`config.mk`:
```
export PLATFORM = sky130hd
export DESIGN_NAME = ex_mem_stage
export DESIGN_NICKNAME = d
export VERILOG_FILES = /design/src/rtl/ex_mem_stage_pkg.sv /design/src/rtl/ex_mem_fifo.sv /design/src/rtl/ex_mem_stage.sv
export SDC_FILE = /design/constraint.sdc
export NUM_CORES = 1
export LEC_CHECK = 0
export BUFFER_PORTS_ARGS = -buffer_cell sky130_fd_sc_hd__buf_4
export CAP_MARGIN = 20
export CELL_PAD_IN_SITES_DETAIL_PLACEMENT = 0
export CELL_PAD_IN_SITES_GLOBAL_PLACEMENT = 1
export CORE_UTILIZATION = 45
export DETAILED_ROUTE_END_ITERATION = 12
export PLACE_DENSITY_LB_ADDON = 0.15
export REMOVE_ABC_BUFFERS = 1
export SYNTH_ARGS = -nofsm -noshare
export SYNTH_HDL_FRONTEND = slang
export SYNTH_HIERARCHICAL = 1
export SYNTH_SLANG_ARGS = --single-unit
```
`constraint.sdc`:
```
create_clock -name clk -period 2.2 [get_ports clk]
set_clock_uncertainty 0.05 [all_clocks]
set_input_delay 0.22 -clock clk [delete_from_list [all_inputs] [get_ports clk]]
set_output_delay 0.22 -clock clk [all_outputs]
set_load 0.005 [all_outputs]
```
`src/rtl/ex_mem_stage_pkg.sv`:
```
// ex_mem_stage_pkg
//   Shared types for the EX/MEM pipeline stage of the RV32-APX core.
//   - EX_DATA_W       : default datapath width (ALU result / store data)
//   - ls_funct3_e     : load/store size+sign encodings carried in funct3
//   - ex_mem_entry_t  : one buffered ALU result with its memory controls
package ex_mem_stage_pkg;

    localparam int EX_DATA_W = 32;

    typedef enum logic [2:0] {
        F3_LB  = 3'd0,
        F3_LH  = 3'd1,
        F3_LW  = 3'd2,
        F3_LBU = 3'd4,
        F3_LHU = 3'd5
    } ls_funct3_e;

    typedef struct packed {
        logic [EX_DATA_W-1:0] result;
        logic [4:0]           rd;
        logic                 reg_write;
        logic                 mem_read;
        logic                 mem_write;
        logic [EX_DATA_W-1:0] store_data;
        logic [2:0]           funct3;
    } ex_mem_entry_t;

endpackage

```
`src/rtl/ex_mem_fifo.sv`:
```
// ex_mem_fifo
//   Generic DEPTH-entry circular buffer with valid/ready on both sides and
//   a synchronous flush. Storage, write pointer and count are exported so
//   the owner can scan in-flight entries (e.g. for forwarding).
// Ports:
//   clk, reset_n          clock, async active-low reset
//   i_flush               drop everything at the next edge; blocks push/pop
//   i_valid/o_ready/i_data   write side (o_ready from registered count only)
//   o_valid/i_ready/o_data   read side (o_data holds last popped when empty)
//   o_mem, o_wr_ptr, o_count raw storage view for the owner
module ex_mem_fifo #(
    parameter int W     = 8,
    parameter int DEPTH = 2
) (
    input  logic                         clk,
    input  logic                         reset_n,
    input  logic                         i_flush,
    input  logic                         i_valid,
    output logic                         o_ready,
    input  logic [W-1:0]                 i_data,
    output logic                         o_valid,
    input  logic                         i_ready,
    output logic [W-1:0]                 o_data,
    output logic [DEPTH-1:0][W-1:0]      o_mem,
    output logic [$clog2(DEPTH)-1:0]     o_wr_ptr,
    output logic [$clog2(DEPTH):0]       o_count
);
    localparam int PW = $clog2(DEPTH);
    localparam int CW = PW + 1;

    logic [DEPTH-1:0][W-1:0] r_mem;
    logic [PW-1:0]           r_wr_ptr;
    logic [PW-1:0]           r_rd_ptr;
    logic [CW-1:0]           r_count;
    logic [W-1:0]            r_hold;
    logic                    w_push;
    logic                    w_pop;

    assign o_ready = (r_count != CW'(DEPTH));
    assign o_valid = (r_count != '0);
    assign w_push  = i_valid & o_ready & ~i_flush;
    assign w_pop   = o_valid & i_ready & ~i_flush;

    // When empty the head slot may be stale or overwritten by a later push,
    // so the last popped value is kept separately for a stable output.
    assign o_data   = o_valid ? r_mem[r_rd_ptr] : r_hold;
    assign o_mem    = r_mem;
    assign o_wr_ptr = r_wr_ptr;
    assign o_count  = r_count;

    always_ff @(posedge clk or negedge reset_n) begin
        if (!reset_n) begin
            r_mem    <= '0;
            r_wr_ptr <= '0;
            r_rd_ptr <= '0;
            r_count  <= '0;
            r_hold   <= '0;
        end else if (i_flush) begin
            r_wr_ptr <= '0;
            r_rd_ptr <= '0;
            r_count  <= '0;
        end else begin
            // DEPTH is a power of two, so pointers wrap by natural overflow.
            if (w_push) begin
                r_mem[r_wr_ptr] <= i_data;
                r_wr_ptr        <= r_wr_ptr + PW'(1);
            end
            if (w_pop) begin
                r_hold   <= r_mem[r_rd_ptr];
                r_rd_ptr <= r_rd_ptr + PW'(1);
            end
            case ({w_push, w_pop})
                2'b10:   r_count <= r_count + CW'(1);
                2'b01:   r_count <= r_count - CW'(1);
                default: ;
            endcase
        end
    end

endmodule

```
`src/rtl/ex_mem_stage.sv`:
```
// ex_mem_stage
//   EX/MEM pipeline stage: buffers ALU results (with rd and memory controls)
//   in a small FIFO, hands them to MEM/WB over valid/ready, and reports the
//   youngest in-flight register writer for operand forwarding.
// Ports:
//   clk, reset_n                    clock, async active-low reset
//   in_valid/in_ready + fields      ALU-side handshake and entry fields
//   flush                           squash buffered and incoming entries
//   out_valid/out_ready + out_*     MEM-side handshake and head fields
//   fwd_valid/fwd_rd/fwd_data       youngest qualifying writer
//   load_hazard                     that writer is a load (fwd_data = address)
//   occupancy                       number of buffered entries
module ex_mem_stage
    import ex_mem_stage_pkg::*;
#(
    parameter int DATA_W = EX_DATA_W,
    parameter int DEPTH  = 2
) (
    input  logic                     clk,
    input  logic                     reset_n,
    input  logic                     in_valid,
    output logic                     in_ready,
    input  logic [DATA_W-1:0]        alu_result,
    input  logic [4:0]               rd_addr,
    input  logic                     reg_write,
    input  logic                     mem_read,
    input  logic                     mem_write,
    input  logic [DATA_W-1:0]        store_data,
    input  logic [2:0]               funct3,
    input  logic                     flush,
    output logic                     out_valid,
    input  logic                     out_ready,
    output logic [DATA_W-1:0]        out_result,
    output logic [4:0]               out_rd,
    output logic                     out_reg_write,
    output logic                     out_mem_read,
    output logic                     out_mem_write,
    output logic [DATA_W-1:0]        out_store_data,
    output logic [2:0]               out_funct3,
    output logic                     fwd_valid,
    output logic [4:0]               fwd_rd,
    output logic [DATA_W-1:0]        fwd_data,
    output logic                     load_hazard,
    output logic [$clog2(DEPTH):0]   occupancy
);
    localparam int PW = $clog2(DEPTH);
    localparam int CW = PW + 1;

    // Same layout as ex_mem_entry_t, sized by this instance's DATA_W.
    typedef struct packed {
        logic [DATA_W-1:0] result;
        logic [4:0]        rd;
        logic              reg_write;
        logic              mem_read;
        logic              mem_write;
        logic [DATA_W-1:0] store_data;
        logic [2:0]        funct3;
    } ent_t;

    localparam int EW = $bits(ent_t);

    ent_t                     w_in_ent;
    ent_t                     w_head;
    logic [DEPTH-1:0][EW-1:0] w_mem;
    logic [PW-1:0]            w_wr_ptr;
    logic [CW-1:0]            w_count;

    assign w_in_ent = '{result:     alu_result,
                        rd:         rd_addr,
                        reg_write:  reg_write,
                        mem_read:   mem_read,
                        mem_write:  mem_write,
                        store_data: store_data,
                        funct3:     funct3};

    ex_mem_fifo #(
        .W     (EW),
        .DEPTH (DEPTH)
    ) u_fifo (
        .clk      (clk),
        .reset_n  (reset_n),
        .i_flush  (flush),
        .i_valid  (in_valid),
        .o_ready  (in_ready),
        .i_data   (w_in_ent),
        .o_valid  (out_valid),
        .i_ready  (out_ready),
        .o_data   (w_head),
        .o_mem    (w_mem),
        .o_wr_ptr (w_wr_ptr),
        .o_count  (w_count)
    );

    assign out_result     = w_head.result;
    assign out_rd         = w_head.rd;
    assign out_reg_write  = w_head.reg_write;
    assign out_mem_read   = w_head.mem_read;
    assign out_mem_write  = w_head.mem_write;
    assign out_store_data = w_head.store_data;
    assign out_funct3     = w_head.funct3;
    assign occupancy      = w_count;

    // Forwarding scan: walk from the oldest live slot (wr_ptr-count) to the
    // youngest (wr_ptr-1); each later qualifying hit overrides an earlier
    // one, so the youngest qualifying writer wins. Age k is live iff k<=count.
    logic          w_fwd_hit;
    ent_t          w_fwd_ent;
    ent_t          w_cand;
    logic [PW-1:0] w_slot;

    always_comb begin
        w_fwd_hit = 1'b0;
        w_fwd_ent = '0;
        w_cand    = '0;
        w_slot    = '0;
        for (int k = DEPTH; k >= 1; k--) begin
            w_slot = w_wr_ptr - PW'(k);
            w_cand = w_mem[w_slot];
            if ((CW'(k) <= w_count) && w_cand.reg_write && (w_cand.rd != 5'd0)) begin
                w_fwd_hit = 1'b1;
                w_fwd_ent = w_cand;
            end
        end
    end

    assign fwd_valid   = w_fwd_hit;
    assign fwd_rd      = w_fwd_ent.rd;
    assign fwd_data    = w_fwd_ent.result;
    assign load_hazard = w_fwd_hit & w_fwd_ent.mem_read;

endmodule
```
==> impl_metrics.toml <==
[cells_and_area]
layout.nets = 1503
final_cell_mix = "buf_4 (226), dfrtp_1 (224), mux2_2 (100), o21ai_0 (78), dlygate4sd3_1 (78)"
antenna_cells = 0
drive_gt1_frac = 0.464
regArea_sq_um = 5740
final_common_cell = "buf_4"
fillers = 1918
final_cell_count_no_fill = 1778
synthToLayoutAreaGrowth_pct = 51.6
multi_input_comb_area_sq_um = 7060
fin_util = 0.700
stdcell_area_sq_um = 18400

[worst_setup_path]
criticalPathCategory = "reg -> out"
crit_path_start_kind = "register"
critical_path_arrival_ns = 2.43
worstSetupEndpointType = "output port"
crit_required_ns = 1.93
r2r-start = "u_fifo/o_count[0]"
cp_max_fo = 7
crit_start = "u_fifo/o_mem[42]"

[die]
die_w_microns = 166
die_h_microns = 166
rows = 59
core-area_sq_um = 26300
io_pins = 198
dieArea_sq_um = 27600
start_util = 0.461

[logic_synthesis]
synth.avg_cell_area_sq_um = 10.8
synth_seq_area_share = 0.473
muxShareOfSynthArea = 0.203
synth-simple-area-share = 0.0573
syn_inst = 1118
synth_fa_ha_area_frac = 0
yosys-top-cells-area = "dfrtp_1 (47%), mux2_2 (9.3%), mux2i_1 (6.4%)"
synth_top_area_share = 0.473
yosysUniqueCellTypes = 47
synth_warnings = 6
synth_area_sq_um = 12100
synth_compound_area_frac = 0.214
synth_largest_area_cell = "dfrtp_1"
synth-xor-area-share = 0.000722
synth_seq_cells = 229
synth_top_family_by_area = "compound AO/OA/AOI/OAI gates"

[power_and_ir_drop]
clkPwrFrac = 0.254
vdd_drop_max_uv = 674
p_sw_frac = 0.337
p_seq_frac = 0.382
power_density_nw_per_um2 = 917
p_int_mw = 11.2
power.switching_mw = 5.68
combPwrFrac = 0.363
p_leak_nw = 7.29

[flow_run]
max_cap_violations = 0

[placement]
io_buffers = 197
gp_congestion = 0.764
dpl.hpwl_mm = 20.9
postPlaceCellArea_sq_um = 14300
preCtsSetupSlack_ns = -0.0941
dpl.cell_count = 1592

[timing]
hold_viol_final = 0
fin_ws_ns = -0.498
slew_violations = 0
rsz0062_at_grt = "yes"
setup_viol = 113
relSlewSlack = 0.646
min_period_ns = 2.70
worstMarginPinSlew_ns = 0.531
tns_ns = -29.11
fmax_ghz = 0.371
fin_crit_sh = 1.23

[routing]
firstDrtPassIters = 9
vias = 10700
drtIter0Drc = 860
ant_nets = 0
drc_errors = 13
wl_per_cell_microns = 21.7
wirelength_mm = 38.6
routed_via_density = 6.02

[clock_tree]
clkTransAtPathRegs_ns = 0.06
tritoncts = "yes"
root_buffer = "clkbuf_16"
clock_sinks = 229
htreeDepth = 1
clock_path_buffers = 3
cts_buffers = 26
clock_latency_ns = 0.53

[run_status]
violations = "design-rule violations, negative setup slack"
outcome = "finished, violations left"

[grt]
grt_pass1_vias = 10800
grt_max_degree = 117
grt_first_pass_wirelength_mm = 60.5
grt-ovfl-total = 0
grt.total_usage = 0.274
antenna_found_initial = 0

[worst_hold_path]
hold_path_class = "in -> async"
-- synth_stat cells, drive strengths merged --
library cell / n
a21o: 1
nor2: 83
o21ai: 80
a31oi: 32
nor4b: 2
nand4b: 1
nor4: 3
a211o: 1
nor3b: 3
o22a: 1
a311oi: 5
inv: 4
nand2: 15
xor2: 1
nor3: 2
clkbuf: 61
o221a: 1
nand2b: 1
o221ai: 1
o211ai: 2
mux2i: 77
buf: 64
a32oi: 32
nand3b: 1
mux2: 150
o22ai: 2
dfrtp: 229
o31ai: 75
nor2b: 3
or3: 1
o2111ai: 65
a21oi: 84
or2: 2
o311ai: 1
nand3: 32
-- timing repair --
action | 4_1_cts | 5_1_grt
pin swaps | 24 | 33
cloned | 24 | 5
gates resized for setup | 281 | 98
endpoints found under the hold margin | 292 | 0
hold buffers | 78 | 0
setup endpoints to repair | 115 | 179
buffers inserted | 31 | 11
-- critical path, cell delays in order (launching register included) --
cell and delay [ns]:
dfrtp_1 0.40, buf_6 0.14, nor4_4 0.30, buf_4 0.17, o22ai_4 0.07, buf_12 0.16
buf_12 0.14, o2111ai_1 0.09, a32oi_1 0.12, buf_4 0.18, buf_4 0.13
-- power groups by stage --
stage	registers (mW)	clock network, mW	logic, mW
6_report	6.45	4.29	6.13
5_1_grt	6.61	4.55	6.60
4_1_cts	6.35	4.37	5.82
3_5_place_dp	6.21	0	4.44
3_3_place_gp	6.16	0	4.37
2_1_floorplan	6.09	0	2.42
-- kinds of logic after synthesis --
kind of cell           Yosys count
AND/OR/NAND/NOR                149
XOR/XNOR                         1
flip-flops                     229
multiplexers                   227
AO/OA/AOI/OAI                  383
buffers and inverters          129
-- layer usage --
metal	up-vias	track usage	routed length [microns]
li1	4921	-	-
met1	5372	0.361	16500
met2	347	0.462	19000
met3	68	0.0446	2060
met4	0	0.0829	1090
met5	-	0	0
-- path summary, 6_finish.rpt --
check | endpoint | slack (ns) | depth (start not counted)
worst max-delay path | fwd_data[19] | -0.50 | 10
worst min-delay path | u_fifo/r_hold[21] | 0.15 | 2
worst max register to register | u_fifo/o_mem[114] | 0.02 | 8
worst min register to register | u_fifo/o_mem[15] | 0.43 | 1
max in group asynchronous | u_fifo/o_mem[102] | 1.09 | 3
min in group clk | u_fifo/o_count[1] | 0.26 | 3
-- state kept, by name, summed over array words and instances, names as in the netlist --
name,cells
u_fifo/r_hold,75
u_fifo/o_count,2
u_fifo/r_rd_ptr,1
u_fifo/o_mem,150
u_fifo/o_wr_ptr,1
-- area by class of cell --
| class | count | area share |
|---|---|---|
| Clock buffer | 39 | 0.0418 |
| Clock inverter | 9 | 0.00456 |
| Inverter | 4 | 0.000816 |
| Multi-Input combinational cell | 762 | 0.384 |
| Sequential cell | 229 | 0.312 |
| Tap cell | 335 | 0.0228 |
| Timing Repair Buffer | 400 | 0.234 |
-- per-stage QoR --
step,power (mW),hold WS (ns)
2_1_floorplan,8.51,-0.126
3_3_place_gp,10.5,0.116
3_5_place_dp,10.7,0.119
4_1_cts,16.5,0.161
5_1_grt,17.8,0.171
6_report,16.9,0.147
Note: power is estimated with default switching activity, not from simulation.
